**src/rtl/vc_grant_arbiter_pkg.sv**
```systemverilog
// Shared constants for the VC grant arbiter and the request chain it consumes.
// Holds the FSM state encoding and the default VC count / index width.
package vc_grant_arbiter_pkg;

  localparam int DEF_NUM_VC = 8;
  localparam int DEF_IDX_W  = 3;
  localparam int DEF_CNT_W  = 8;

  typedef enum logic {
    ST_IDLE = 1'b0,
    ST_BUSY = 1'b1
  } arb_state_e;

endpackage

```
**src/rtl/vc_grant_arbiter_if.sv**
```systemverilog
// Request/grant bundle between the input VC buffers (master) and the arbiter (slave).
interface vc_grant_arbiter_if
  import vc_grant_arbiter_pkg::*;
#(
  parameter int NUM_VC = DEF_NUM_VC,
  parameter int IDX_W  = DEF_IDX_W,
  parameter int CNT_W  = DEF_CNT_W
);

  logic [NUM_VC-1:0] vc_req;
  logic [NUM_VC-1:0] vc_tail;
  logic              out_ready;
  logic              grant_valid;
  logic [IDX_W-1:0]  grant_idx;
  logic [NUM_VC-1:0] vc_grant;
  logic [NUM_VC-1:0] vc_pop;
  logic [CNT_W-1:0]  flit_cnt;

  modport master (
    output vc_req, vc_tail, out_ready,
    input  grant_valid, grant_idx, vc_grant, vc_pop, flit_cnt
  );

  modport slave (
    input  vc_req, vc_tail, out_ready,
    output grant_valid, grant_idx, vc_grant, vc_pop, flit_cnt
  );

endinterface

```
**src/rtl/vc_rr_pick.sv**
```systemverilog
// Combinational winner selection over the VC request flags.
// VC_ARB_ROUND_ROBIN_EN: search upward from rrPtr with wrap; otherwise lowest index wins.
module vc_rr_pick #(
  parameter int NUM_VC = 8,
  parameter int IDX_W  = 3
) (
  input  logic [NUM_VC-1:0] vcReq,
`ifdef VC_ARB_ROUND_ROBIN_EN
  input  logic [IDX_W-1:0]  rrPtr,
`endif
  output logic              any,
  output logic [IDX_W-1:0]  idx
);

`ifdef VC_ARB_ROUND_ROBIN_EN
  int               cand;
  logic [IDX_W-1:0] candIdx;

  // Walk offsets from farthest to nearest so the nearest hit is written last.
  always_comb begin
    // NOTE: every combinational output gets a default first so no path leaves it unassigned (no latch).
    any     = |vcReq;
    idx     = '0;
    cand    = 0;
    candIdx = '0;
    for (int off = NUM_VC - 1; off >= 0; off--) begin
      cand = int'(rrPtr) + off;
      if (cand >= NUM_VC) cand = cand - NUM_VC;
      candIdx = IDX_W'(cand);
      if (vcReq[candIdx]) idx = candIdx;
    end
  end
`else
  always_comb begin
    any = |vcReq;
    idx = '0;
    for (int i = NUM_VC - 1; i >= 0; i--) begin
      if (vcReq[i]) idx = IDX_W'(i);
    end
  end
`endif

endmodule

```
**src/rtl/vc_grant_arbiter.sv**
```systemverilog
// Per-port VC grant arbiter: picks a VC, holds it for a whole packet, pops one flit per transfer.
// VC_ARB_ROUND_ROBIN_EN selects rotating priority; undefined gives fixed lowest-index priority.
module vc_grant_arbiter
  import vc_grant_arbiter_pkg::*;
#(
  parameter int NUM_VC = DEF_NUM_VC,
  parameter int IDX_W  = DEF_IDX_W,
  parameter int CNT_W  = DEF_CNT_W
) (
  input logic               clk,
  input logic               rst_n,
  vc_grant_arbiter_if.slave bus
);

  arb_state_e       stateQ, stateD;
  logic [IDX_W-1:0] grantIdxQ, grantIdxD;
  logic [CNT_W-1:0] flitCntQ, flitCntD;
  logic             pickAny;
  logic [IDX_W-1:0] pickIdx;
  logic             xfer;
  logic             isBusy;

`ifdef VC_ARB_ROUND_ROBIN_EN
  logic [IDX_W-1:0] rrPtrQ, rrPtrD;
`endif

  vc_rr_pick #(
    .NUM_VC(NUM_VC),
    .IDX_W (IDX_W)
  ) u_pick (
    .vcReq(bus.vc_req),
`ifdef VC_ARB_ROUND_ROBIN_EN
    .rrPtr(rrPtrQ),
`endif
    .any  (pickAny),
    .idx  (pickIdx)
  );

  assign isBusy = (stateQ == ST_BUSY);
  // A flit moves only when the owner still has one and the link takes it.
  assign xfer   = isBusy && bus.out_ready && bus.vc_req[grantIdxQ];

  always_comb begin
    stateD    = stateQ;
    grantIdxD = grantIdxQ;
    flitCntD  = flitCntQ;
`ifdef VC_ARB_ROUND_ROBIN_EN
    rrPtrD    = rrPtrQ;
`endif
    unique case (stateQ)
      ST_IDLE: begin
        if (pickAny) begin
          stateD    = ST_BUSY;
          grantIdxD = pickIdx;
          flitCntD  = '0;
        end
      end
      ST_BUSY: begin
        if (xfer) begin
          if (flitCntQ != {CNT_W{1'b1}}) flitCntD = flitCntQ + 1'b1;
          if (bus.vc_tail[grantIdxQ]) begin
            stateD = ST_IDLE;
`ifdef VC_ARB_ROUND_ROBIN_EN
            rrPtrD = (grantIdxQ == IDX_W'(NUM_VC - 1)) ? '0 : grantIdxQ + 1'b1;
`endif
          end
        end
      end
      default: stateD = ST_IDLE;
    endcase
  end

  // NOTE: state registers use non-blocking assignments so every flop samples pre-edge values.
  always_ff @(posedge clk or negedge rst_n) begin
    if (!rst_n) begin
      stateQ    <= ST_IDLE;
      grantIdxQ <= '0;
      flitCntQ  <= '0;
`ifdef VC_ARB_ROUND_ROBIN_EN
      rrPtrQ    <= '0;
`endif
    end else begin
      stateQ    <= stateD;
      grantIdxQ <= grantIdxD;
      flitCntQ  <= flitCntD;
`ifdef VC_ARB_ROUND_ROBIN_EN
      rrPtrQ    <= rrPtrD;
`endif
    end
  end

  always_comb begin
    bus.vc_grant = '0;
    if (isBusy) bus.vc_grant[grantIdxQ] = 1'b1;
  end

  assign bus.vc_pop      = xfer ? bus.vc_grant : '0;
  assign bus.grant_valid = isBusy;
  assign bus.grant_idx   = grantIdxQ;
  assign bus.flit_cnt    = flitCntQ;

endmodule

```
**src/flat_wrapper.sv**
```systemverilog
// flat-port wrapper written by rule: the top's interface ports become plain ports
module vc_grant_arbiter_flat import vc_grant_arbiter_pkg::*;
#(
  parameter int NUM_VC = DEF_NUM_VC,
  parameter int IDX_W  = DEF_IDX_W,
  parameter int CNT_W  = DEF_CNT_W
)
  (clk, rst_n, bus_vc_req, bus_vc_tail, bus_out_ready, bus_grant_valid, bus_grant_idx, bus_vc_grant, bus_vc_pop, bus_flit_cnt);
  vc_grant_arbiter_if #(.NUM_VC(NUM_VC), .IDX_W(IDX_W), .CNT_W(CNT_W)) bus_i ();
  input logic clk;
  input logic rst_n;
  input wire logic [$bits(bus_i.vc_req)-1:0] bus_vc_req;
  input wire logic [$bits(bus_i.vc_tail)-1:0] bus_vc_tail;
  input wire logic [$bits(bus_i.out_ready)-1:0] bus_out_ready;
  output wire logic [$bits(bus_i.grant_valid)-1:0] bus_grant_valid;
  output wire logic [$bits(bus_i.grant_idx)-1:0] bus_grant_idx;
  output wire logic [$bits(bus_i.vc_grant)-1:0] bus_vc_grant;
  output wire logic [$bits(bus_i.vc_pop)-1:0] bus_vc_pop;
  output wire logic [$bits(bus_i.flit_cnt)-1:0] bus_flit_cnt;
  assign bus_i.vc_req = bus_vc_req;
  assign bus_i.vc_tail = bus_vc_tail;
  assign bus_i.out_ready = bus_out_ready;
  assign bus_grant_valid = bus_i.grant_valid;
  assign bus_grant_idx = bus_i.grant_idx;
  assign bus_vc_grant = bus_i.vc_grant;
  assign bus_vc_pop = bus_i.vc_pop;
  assign bus_flit_cnt = bus_i.flit_cnt;
  vc_grant_arbiter #(.NUM_VC(NUM_VC), .IDX_W(IDX_W), .CNT_W(CNT_W)) u_core (.clk(clk), .rst_n(rst_n), .bus(bus_i));
endmodule
```
**config.mk**
```make
export PLATFORM = sky130hd
export DESIGN_NAME = vc_grant_arbiter_flat
export DESIGN_NICKNAME = d
export VERILOG_FILES = /design/src/rtl/vc_grant_arbiter_pkg.sv /design/src/rtl/vc_grant_arbiter_if.sv /design/src/rtl/vc_rr_pick.sv /design/src/rtl/vc_grant_arbiter.sv /design/src/flat_wrapper.sv
export SDC_FILE = /design/constraint.sdc
export NUM_CORES = 1
export LEC_CHECK = 0
export BUFFER_PORTS_ARGS = -buffer_cell sky130_fd_sc_hd__buf_2
export CORE_MARGIN = 1
export CORE_UTILIZATION = 47
export DETAILED_ROUTE_END_ITERATION = 12
export PLACE_DENSITY_LB_ADDON = 0.25
export SETUP_SLACK_MARGIN = 0.02
export SKIP_CTS_REPAIR_TIMING = 1
export SLEW_MARGIN = 20
export SYNTH_ARGS = -nofsm -noshare
export SYNTH_HDL_FRONTEND = slang
export SYNTH_SLANG_ARGS = --single-unit
```
**constraint.sdc**
```tcl
create_clock -name clk -period 5.1 [get_ports clk]
set_input_delay 1.02 -clock clk [delete_from_list [all_inputs] [get_ports clk]]
set_output_delay 1.02 -clock clk [all_outputs]
set_load 0.01 [all_outputs]
```
# Word level (Yosys, flattened, before mapping)
# Cells that the tools add are included.
dict set report totals {
  elab_cells 41
  input_bits 19
  regBits 12
  out_inout_bits 28
}
dict set report classes {
  add_sub_neg 1
  mux 24
  eq_ne 4
  n_lt_le_gt_ge 2
  reduce_logical 6
  n_bitwise 1
}
# cell count
set op_table {}
lappend op_table {{8-bit two-way mux} 5}
lappend op_table {{3-bit two-way mux} 8}
lappend op_table {{8-bit one-hot mux with 2 select lines} 1}
lappend op_table {{8-bit by 1-bit adder with 8-bit output (second input constant)} 1}
lappend op_table {{8-bit != test (second input constant)} 1}
lappend op_table {{8-bit OR reduction} 1}
lappend op_table {{1-bit binary-select mux with 3-bit select} 2}
lappend op_table {{1-bit two-way mux} 6}
lappend op_table {{3-bit by 4-bit < comparator with 1-bit output (second input constant)} 1}
lappend op_table {{2-bit != test (second input constant)} 2}
lappend op_table {{1-bit demux with 3-bit select} 1}
lappend op_table {{3-bit by 1-bit >= comparator with 1-bit output (second input constant)} 1}
lappend op_table {{1-bit logical AND} 3}
lappend op_table {{3-bit AND reduction} 1}
lappend op_table {{2-bit by 1-bit != test with 1-bit output (second input constant)} 1}
lappend op_table {{1-bit one-hot mux with 2 select lines} 1}
lappend op_table {{2-bit AND reduction} 1}
lappend op_table {{1-bit NOT} 1}

# Depth between registers and ports, before layout
# Gate-level depths: netlist of run 1.
dict set report depth {
  ltp_word 8
  ltp_mapped 6
  mapped_depth_nobuf 6
}

# Modules after synthesis
# A second synthesis of run 1 with hierarchy kept.
dict set report hier_totals {
  cells_unflattened 114
  hier_area_um2 1041.0
}
# mod n_inst area_per_inst_um2 seq_area_each_um2 cells_per_inst
set by_module_without_submodules {}
lappend by_module_without_submodules {vc_grant_arbiter 1 959.7 300.3 101}
lappend by_module_without_submodules {vc_rr_pick 1 81.3 0.0 13}

# Least setup slack after synthesis of run 1
# Ideal clock, no wire load.
dict set report synth_timing {
  path_type {input-to-output}
  from {input port bus_vc_req[3]}
  to {output port bus_vc_pop[5]}
  stages 5
  t_arrival_ns 2.109
  t_required_ns 4.080
  path_buffers 0
  setup_slack_ns 1.971
  path_cell_list {mux4_1 -> mux2i_4 -> nor2_2 -> nand3_1 -> nor2_1}
}
dict set report synth_via {
  elab_chain_len 4
}
# item line
set synth_lines {}
lappend synth_lines {{start: declaration} flat_wrapper.sv:12} ;# input wire logic [$bits(bus_i.vc_req)-1:0] bus_vc_req;
lappend synth_lines {{1-bit binary-select mux with 3-bit select} vc_grant_arbiter.sv:41} ;# assign xfer = isBusy && bus.out_ready && bus.vc_req[grantIdxQ];
lappend synth_lines {{1-bit two-way mux (not written as such)} vc_grant_arbiter.sv:41}
lappend synth_lines {{1-bit logical AND} vc_grant_arbiter.sv:41}
lappend synth_lines {{8-bit two-way mux} vc_grant_arbiter.sv:97} ;# assign bus.vc_pop = xfer ? bus.vc_grant : '0;
lappend synth_lines {{end: declaration} flat_wrapper.sv:18} ;# output wire logic [$bits(bus_i.vc_pop)-1:0] bus_vc_pop;
# No other way between the ends. The select of a mux whose other input is x is not followed.

# Final worst setup path of run 1
dict set report layout_timing {
  from {input port bus_vc_req[3]}
  to {output port bus_vc_pop[4]}
}
# The elaborated chain is that of the path after synthesis.

==> results of run 1 <==
cell type report:
type	instances	area, µm²
Sequential cell	12	300.3
Timing Repair Buffer	46	230.2
Tap cell	25	31.28
Clock buffer	4	36.28
Fill cell	156	583.1
Inverter	3	11.26
Multi-Input combinational cell	83	553.0
sequential cells by signal (all words and copies together) (netlist names):
| name | count |
|---|---|
| u_core.bus.flit_cnt | 8 |
| u_core.bus.grant_idx | 3 |
| u_core.bus.grant_valid | 1 |
metal layers:
layer	up-vias	share of wire	routed length, µm	global-route usage
met1	452	0.42	909	0.2941
met2	41	0.51	1099	0.4000
met4	0	0.0088	19	0.06667
met5	-	0	0	0
met3	5	0.056	121	0.04800
li1	465	-	-	-
worst max path at each step:
stage | from | end | slack [ns] | depth (start not counted)
2_1_floorplan | bus_vc_req[3] | bus_vc_pop[5] | 1.97 | 5
3_3_place_gp | bus_vc_req[3] | bus_vc_pop[4] | 1.68 | 7
3_5_place_dp | bus_vc_req[3] | bus_vc_pop[4] | 1.62 | 7
4_1_cts | bus_vc_req[3] | bus_vc_pop[4] | 1.62 | 7
5_1_grt | bus_vc_req[3] | bus_vc_pop[4] | 1.54 | 7
6_report | bus_vc_req[3] | bus_vc_pop[4] | 1.62 | 7
critical path, cell delays in order:
cell	delay, ns
sky130_fd_sc_hd__buf_2	0.11
sky130_fd_sc_hd__mux4_1	0.54
sky130_fd_sc_hd__mux2i_4	0.28
sky130_fd_sc_hd__nor2_2	0.11
sky130_fd_sc_hd__nand3_1	0.16
sky130_fd_sc_hd__nor3_1	0.07
sky130_fd_sc_hd__buf_2	0.16
synth_stat cells, drive strengths merged:
master / count
o41ai: 1
o31ai: 1
or3: 2
ha: 1
nor2: 22
a21oi: 3
nor4: 4
nor4b: 1
a22o: 1
or2: 1
nor3: 8
xnor2: 4
buf: 3
or4b: 1
o21bai: 1
dfrtp: 12
o21ai: 1
a211oi: 1
mux4: 4
nand2b: 4
clkbuf: 1
nand2: 11
xor2: 1
o2bb2ai: 1
o32a: 1
nand3: 2
nand4: 3
mux2i: 2
inv: 3
o22a: 1
per-stage QoR:
step | utilization | cells | area, µm²
2_1_floorplan | - | 102 | 883.3
3_3_place_gp | 0.6452 | 169 | 1126
3_5_place_dp | 0.6452 | 169 | 1126
4_1_cts | 0.6660 | 173 | 1162
5_1_grt | 0.6660 | 173 | 1162
6_report | 0.6660 | 173 | 1162
logic make-up (layout without fill, tap and decap cells):
| group | Yosys count | count (layout) | synth area share |
|---|---|---|---|
| simple gates | 59 | 59 | 0.3201 |
| buf+inv | 7 | 53 | 0.03398 |
| xor+xnor | 5 | 5 | 0.04957 |
| flops | 12 | 12 | 0.3399 |
| compound gates | 12 | 12 | 0.09916 |
| fa+ha+maj | 1 | 1 | 0.01416 |
| mux | 6 | 6 | 0.1431 |
power groups by stage:
stage | registers, mW | clock network (mW) | logic (mW)
finish | 0.184 | 0.0770 | 0.285
global placement | 0.183 | 0 | 0.279
CTS | 0.184 | 0.0791 | 0.286
detailed placement | 0.185 | 0 | 0.284
floorplan | 0.158 | 0 | 0.221
global route | 0.191 | 0.0821 | 0.315
==> impl_metrics.csv, run 1 <==
group,metric,value,unit
run_status,outcome,"finished, final reports clean",
timing,layout_worst_path_cycle_share,0.6828,
routing,postRouteAntennaNets,0,
yosys,synthesis.area,883.3,µm²
yosys,netlist.area_leader.share,0.3399,
routing,aggregate_routed_wire_length,2.150,mm
routing,vias_per_cell,5.566,
floorplan,initial_core_util,0.5061,
yosys,syn_avg_cell_area,8.660,µm²
global_route,grt_pass1_wl,3.484,mm
hold_path,min_delay_path_depth,1,
timing,worst_pin_slew,0.5554,ns
global_route,grt_use_total,0.2327,
pwr,vdd_ir_drop_max,0.3233,mV
yosys,synth.top_cells.by_area,"sky130_fd_sc_hd__dfrtp_1, sky130_fd_sc_hd__nor2_1, sky130_fd_sc_hd__mux4_2",
routing,drt_iter0_markers,19,
timing,final.setup.worst_slack,1.618,ns
critical_path,setup.reg_to_reg.worst_slack,2.91,ns
yosys,synth.lib_cells_used.distinct,33,
placed_design,dp_hpwl,1.710,mm
hold_path,timing.hold.worst.start,"u_core.bus.flit_cnt[1]$_DFFE_PN0P_",
timing,hold_slack,0.5477,ns
timing,hold_viol,0,
global_route,total_congestion_overflow,0,
floorplan,ios,47,
yosys,synth_area_leader_cell,"sky130_fd_sc_hd__dfrtp_1",
layout,fin_nets,169,
pwr,leakage,0.5666,nW
pwr,cellInternalPower,299.1,µW
routing,vias,963,
timing,period_minus_slack,3.482,ns
layout,mostFrequentLayoutCell,"sky130_fd_sc_hd__buf_2",
floorplan,core_region_area,0.001745,mm²
floorplan,die_height,45.35,µm
floorplan,rows,15,
timing,fmaxAchievable,287.2,MHz
timing,clock-skew-final,0.004822,ns
placed_design,place_congestion,0.9238,
pwr,power.switching,246.2,µW
hold_path,holdPathEnd,"u_core.bus.flit_cnt[1]$_DFFE_PN0P_",
global_route,grt_pass1_vias,839,
timing,max_slew_margin,0.6263,
layout,layout.cells.most_common_list,"sky130_fd_sc_hd__buf_2, sky130_fd_sc_hd__nor2_1, sky130_fd_sc_hd__dfrtp_1",
timing,setup-tns-final,0,ns
global_route,antenna_found_initial,0,
yosys,synth_cells,102,
routing,detail_route.drc_violations,0,
timing,grt_setup_unrepaired,"no",
yosys,ys_ff_latch,12,
run,max_cap_violations,0,
layout,antenna_cells,0,
pwr,netSwitchingFraction,0.4515,
global_route,pin_count_of_the_biggest_net_entering_global_routing,14,
cts,tritoncts.num_buffers,3,
cts,cts_num_sinks,12,
routing,wire_per_inst,12.43,µm
pwr,totalPowerFinal,545.2,µW
critical_path,rr_worst_depth,5,
pwr,combinationalPowerShare,0.522,
cts,cts_tree,"built",
critical_path,setup.worst_path.start_class,"input port",
placed_design,io_buffers,46,
critical_path,r2r-end,"u_core.bus.flit_cnt[0]$_DFFE_PN0P_",
critical_path,reg2reg_from,"u_core.bus.grant_idx[1]$_DFFE_PN0P_",
layout,area_growth_syn_to_layout,31.59,%
placed_design,dp_slack,1.623,ns
pwr,clock_power_share,0.141,
routing,drt_pass1_iterations,4,
pwr,power_per_cell_area,469.1,mW/mm²
yosys,synth_nets,122,
cts,cts.reportedPaths.clkPinSlew,0.08,ns
cts,cts-root-buf,"sky130_fd_sc_hd__clkbuf_4",
critical_path,cp_data_arrival_time,2.46,ns
critical_path,setup.worst_path.class,"input port to primary output",
floorplan,design.die.area,0.002057,mm²
critical_path,critPathCaptureType,"primary output",
timing,final-setup-viol-count,0,
layout,layout-drive-gt1-share,0.3784,
floorplan,dieWidth,45.35,µm
hold_path,min_path_type,"flop to flop",
pwr,seqPwrFrac,0.337,
cts,cts_htree_levels,1,
yosys,yosysSeqAreaShare,0.3399,
cts,worst_skew_pair.late_latency,0.28,ns
critical_path,timing.critical_path.required,4.08,ns
timing,report.final.slew_viol_count,0,
critical_path,crit_path_max_fanout,9,
cts,clk_path_buf_depth,2,
yosys,yosys_warnings,0,
No activity file was read; power rests on OpenSTA's default activity.
==> run 2, diff against run 1 <==
- CORE_UTILIZATION: 47 -> 40
- clock period: 5.1 -> 3 ns (I/O delays scaled with it)
==> impl_metrics.csv, run 2 (same netlist as run 1, synthesis figures left out) <==
group,metric,value,unit
floorplan,die_height,49.00,µm
global_route,antenna_found_initial,0,
floorplan,core_region_area,0.002022,mm²
pwr,combinationalPowerShare,0.551,
critical_path,crit_path_max_fanout,9,
cts,cts-root-buf,"sky130_fd_sc_hd__clkbuf_4",
cts,cts_htree_levels,1,
timing,layout_worst_path_cycle_share,0.8927,
global_route,total_congestion_overflow,0,
pwr,leakage,0.5718,nW
critical_path,rr_worst_depth,5,
critical_path,crit_path_cell_trace,"mux4_1 -> mux2i_4 -> nor2_2 -> nand3_1 -> nor3_1 -> buf_2",
critical_path,setup.worst_path.class,"flop to primary output",
cts,tritoncts.num_buffers,3,
routing,drt_iter0_markers,29,
critical_path,crit_cells,6,
timing,worst_pin_slew,0.5507,ns
global_route,grt_pass1_vias,906,
layout,largest_register_ffs,8,
routing,aggregate_routed_wire_length,2.199,mm
floorplan,ios,47,
routing,vias,927,
layout,layout.cells.most_common_list,"sky130_fd_sc_hd__buf_2, sky130_fd_sc_hd__nor2_1, sky130_fd_sc_hd__dfrtp_1",
layout,layout-drive-gt1-share,0.3826,
timing,max_slew_margin,0.6295,
layout,antenna_cells,0,
placed_design,io_buffers,46,
critical_path,largest_incremental_delay_on_the_critical_path,0.61,ns
global_route,pin_count_of_the_biggest_net_entering_global_routing,14,
layout,area_growth_syn_to_layout,32.72,%
timing,grt_setup_unrepaired,"no",
global_route,grt_use_total,0.2083,
layout,mostFrequentLayoutCell,"sky130_fd_sc_hd__buf_2",
critical_path,cp_num_buf_inv,1,
timing,fmaxAchievable,373.4,MHz
critical_path,crit_slowest_cell,"sky130_fd_sc_hd__mux4_1",
run_status,outcome,"finished, final reports clean",
routing,vias_per_cell,5.267,
floorplan,design.die.area,0.002401,mm²
cts,clk_path_buf_depth,2,
placed_design,dp_hpwl,1.768,mm
routing,drt_pass1_iterations,4,
routing,wire_per_inst,12.49,µm
pwr,netSwitchingFraction,0.4463,
critical_path,critPathCaptureType,"primary output",
critical_path,cp_data_arrival_time,2.08,ns
timing,final-setup-viol-count,0,
hold_path,min_path_type,"input port to async pin",
placed_design,place_congestion,0.8292,
pwr,clock_power_share,0.138,
pwr,seqPwrFrac,0.311,
timing,period_minus_slack,2.678,ns
run,max_cap_violations,0,
cts,cts.reportedPaths.clkPinSlew,0.08,ns
floorplan,rows,16,
cts,worst_skew_pair.late_latency,0.28,ns
pwr,power_per_cell_area,797.2,mW/mm²
critical_path,setup.worst_path.start_class,"flop",
cts,cts_tree,"built",
pwr,vdd_ir_drop_max,0.3380,mV
routing,detail_route.drc_violations,0,
routing,postRouteAntennaNets,0,
timing,hold_viol,0,
timing,report.final.slew_viol_count,0,
global_route,grt_pass1_wl,3.919,mm
layout,final_core_utilization,0.5798,
pwr,cellInternalPower,517.5,µW
layout,fin_nets,170,
critical_path,timing.critical_path.required,2.40,ns
pwr,power.switching,417.1,µW
timing,clock-skew-final,0.005120,ns
floorplan,dieWidth,49.00,µm
cts,cts_num_sinks,12,
timing,setup-tns-final,0,ns
floorplan,initial_core_util,0.4369,
critical_path,cp_top_family,"multiplexers",
run 2: power groups by stage:
stage | combinational (mW) | clock (mW) | sequential (mW)
final | 0.515 | 0.129 | 0.291
after global routing | 0.568 | 0.144 | 0.305
after CTS | 0.520 | 0.130 | 0.291
after detailed placement | 0.518 | 0 | 0.294
after global placement | 0.508 | 0 | 0.295
after floorplan | 0.376 | 0 | 0.269
run 2: stage by stage:
| step | power (mW) | worst slack, ns | hold WS [ns] | area, µm² | std cells |
|---|---|---|---|---|---|
| 6_report | 0.9346 | 0.3218 | 0.1785 | 1172 | 176 |
| 5_1_grt | 1.018 | 0.1921 | 0.1869 | 1172 | 176 |
| 4_1_cts | 0.9412 | 0.3256 | 0.1892 | 1172 | 176 |
| 3_5_place_dp | 0.8124 | 0.3605 | 0.4886 | 1136 | 172 |
| 3_3_place_gp | 0.8028 | 0.4051 | 0.4935 | 1136 | 172 |
| 2_1_floorplan | 0.6447 | 0.7105 | 0.3044 | 883.3 | 102 |
run 2: area by class of cell:
| cell class | count | area, µm² |
|---|---|---|
| flip-flops and latches | 12 | 300.3 |
| repair buffers | 47 | 237.7 |
| clock buffers | 4 | 36.28 |
| multi-input cells | 83 | 553.0 |
| inverters | 3 | 11.26 |
| well taps | 27 | 33.78 |
| fillers | 183 | 849.6 |
run 2: final timing paths:
check	from	slack (ns)	to
hold reg to reg	u_core.bus.flit_cnt[1]$_DFFE_PN0P_	0.55	u_core.bus.flit_cnt[1]$_DFFE_PN0P_
hold / removal	rst_n	0.18	u_core.bus.flit_cnt[1]$_DFFE_PN0P_
max in group asynchronous	rst_n	2.61	u_core.bus.flit_cnt[7]$_DFFE_PN0P_
min in group clk	bus_vc_req[0]	0.54	u_core.bus.grant_idx[0]$_DFFE_PN0P_
setup reg to reg	u_core.bus.grant_valid$_DFF_PN0_	1.03	u_core.bus.flit_cnt[7]$_DFFE_PN0P_
setup / recovery	u_core.bus.grant_idx[1]$_DFFE_PN0P_	0.32	bus_vc_pop[4]
run 2: per-layer routing:
metal / wire length, µm / vias up / GRT usage
li1: - / 461 / -
met1: 953 / 421 / 0.2540
met2: 1072 / 40 / 0.3634
met3: 150 / 5 / 0.06854
met4: 23 / 0 / 0.02941
met5: 0 / - / 0
==> run 3, diff against run 2 <==
- MAX_ROUTING_LAYER: not set -> met4
- SLEW_MARGIN: 20 -> not set
==> impl_metrics.csv, run 3 (same netlist as run 1, synthesis figures left out) <==
group,metric,value,unit
run_status,outcome,"finished, final reports clean",
cts,cts_tree,"built",
placed_design,dp_hpwl,1.768,mm
timing,fmaxAchievable,373.2,MHz
layout,layout.cells.most_common_list,"sky130_fd_sc_hd__buf_2, sky130_fd_sc_hd__nor2_1, sky130_fd_sc_hd__dfrtp_1",
timing,hold_viol,0,
cts,cts-root-buf,"sky130_fd_sc_hd__clkbuf_4",
global_route,pin_count_of_the_biggest_net_entering_global_routing,14,
critical_path,setup.worst_path.class,"flop to primary output",
critical_path,setup.worst_path.start_class,"flop",
layout,layout-drive-gt1-share,0.3826,
layout,fin_nets,170,
routing,drt_pass1_iterations,4,
floorplan,dieWidth,49.00,µm
timing,max_slew_margin,0.6317,
timing,layout_worst_path_cycle_share,0.8932,
layout,antenna_cells,0,
critical_path,setup.reg_to_reg.worst_slack,1.04,ns
layout,area_growth_syn_to_layout,32.72,%
timing,report.final.slew_viol_count,0,
hold_path,min_path_type,"input port to async pin",
timing,period_minus_slack,2.680,ns
cts,cts_htree_levels,1,
routing,wire_per_inst,12.51,µm
pwr,vdd_ir_drop_max,0.3380,mV
timing,setup-tns-final,0,ns
layout,multi_input_area,553.0,µm²
critical_path,crit_path_max_fanout,9,
floorplan,ios,47,
critical_path,rr_worst_depth,5,
timing,clock-skew-final,0.005113,ns
global_route,antenna_found_initial,0,
global_route,grt_pass1_wl,3.919,mm
floorplan,die_height,49.00,µm
critical_path,cp_data_arrival_time,2.08,ns
routing,drt_iter0_markers,28,
global_route,total_congestion_overflow,0,
cts,tritoncts.num_buffers,3,
layout,final-seq-area,300.3,µm²
timing,final-setup-viol-count,0,
routing,detail_route.drc_violations,0,
placed_design,io_buffers,46,
layout,final_core_utilization,0.5798,
global_route,grt_pass1_vias,906,
global_route,grt_use_total,0.2142,
layout,mostFrequentLayoutCell,"sky130_fd_sc_hd__buf_2",
layout,fillerInstances,183,
pwr,power_per_cell_area,797.3,mW/mm²
critical_path,r2r-end,"u_core.bus.flit_cnt[7]$_DFFE_PN0P_",
floorplan,design.die.area,0.002401,mm²
floorplan,rows,16,
routing,aggregate_routed_wire_length,2.202,mm
timing,grt_setup_unrepaired,"no",
placed_design,place_congestion,0.8418,
cts,cts.reportedPaths.clkPinSlew,0.08,ns
floorplan,core_region_area,0.002022,mm²
layout,largest_register_ffs,8,
routing,vias_per_cell,5.307,
cts,cts_num_sinks,12,
timing,worst_pin_slew,0.5474,ns
routing,postRouteAntennaNets,0,
pwr,leakage,0.5718,nW
cts,worst_skew_pair.late_latency,0.28,ns
floorplan,initial_core_util,0.4369,
critical_path,critPathCaptureType,"primary output",
critical_path,reg2reg_from,"u_core.bus.grant_valid$_DFF_PN0_",
critical_path,timing.critical_path.required,2.40,ns
cts,clk_path_buf_depth,2,
run,max_cap_violations,0,
routing,vias,934,
==> run 3: cell counts in the layout (fill, tap and decap cells not counted) <==
Identical to the previous run, type by type.
==> run 3: report_power, final <==
group          internal [mW]  total, mW  switching [mW]  leakage, nW
Sequential             0.206      0.291          0.0843        0.156
Clock                 0.0739      0.129          0.0548       0.0210
Combinational          0.237      0.515           0.278        0.395
==> run 3: worst max-delay path by stage <==
stage	from	endpoint	slack, ns	depth (start not counted)
6_report	u_core.bus.grant_idx[1]$_DFFE_PN0P_	bus_vc_pop[4]	0.32	6
4_1_cts	u_core.bus.grant_idx[1]$_DFFE_PN0P_	bus_vc_pop[4]	0.33	6
2_1_floorplan	bus_vc_req[3]	bus_vc_pop[5]	0.71	5
3_5_place_dp	bus_vc_req[3]	bus_vc_pop[4]	0.36	7
5_1_grt	u_core.bus.grant_idx[1]$_DFFE_PN0P_	bus_vc_pop[4]	0.19	6
3_3_place_gp	bus_vc_req[3]	bus_vc_pop[4]	0.41	7
==> run 3: per-stage QoR <==
step	cell area [µm²]	total power [mW]	std cells	hold WS, ns	setup slack, ns
detailed placement	1136	0.8124	172	0.4886	0.3605
global placement	1136	0.8028	172	0.4935	0.4051
CTS	1172	0.9412	176	0.1892	0.3256
floorplan	883.3	0.6447	102	0.3044	0.7105
global route	1172	1.018	176	0.1869	0.1921
finish	1172	0.9347	176	0.1783	0.3204
==> run 3: metal layers <==
layer | global-route usage | wire length, µm | up-vias
li1 | - | - | 461
met1 | 0.2540 | 947 | 426
met2 | 0.3634 | 1073 | 42
met3 | 0.06854 | 157 | 5
met4 | 0.02941 | 23 | 0
met5 | - | 0 | -
==> run 3: cell type report <==
class,count,share of cell area
clock buffers,4,0.03095
inverters,3,0.009605
multi-input cells,83,0.4717
flip-flops and latches,12,0.2561
well taps,27,0.02882
repair buffers,47,0.2028
==> run 3: worst max-delay path: stages (launching register included) <==
cell and delay [ns]:
sky130_fd_sc_hd__dfrtp_1 0.41, sky130_fd_sc_hd__mux4_1 0.61, sky130_fd_sc_hd__mux2i_4 0.29, sky130_fd_sc_hd__nor2_2 0.11
sky130_fd_sc_hd__nand3_1 0.15, sky130_fd_sc_hd__nor3_1 0.07, sky130_fd_sc_hd__buf_2 0.15
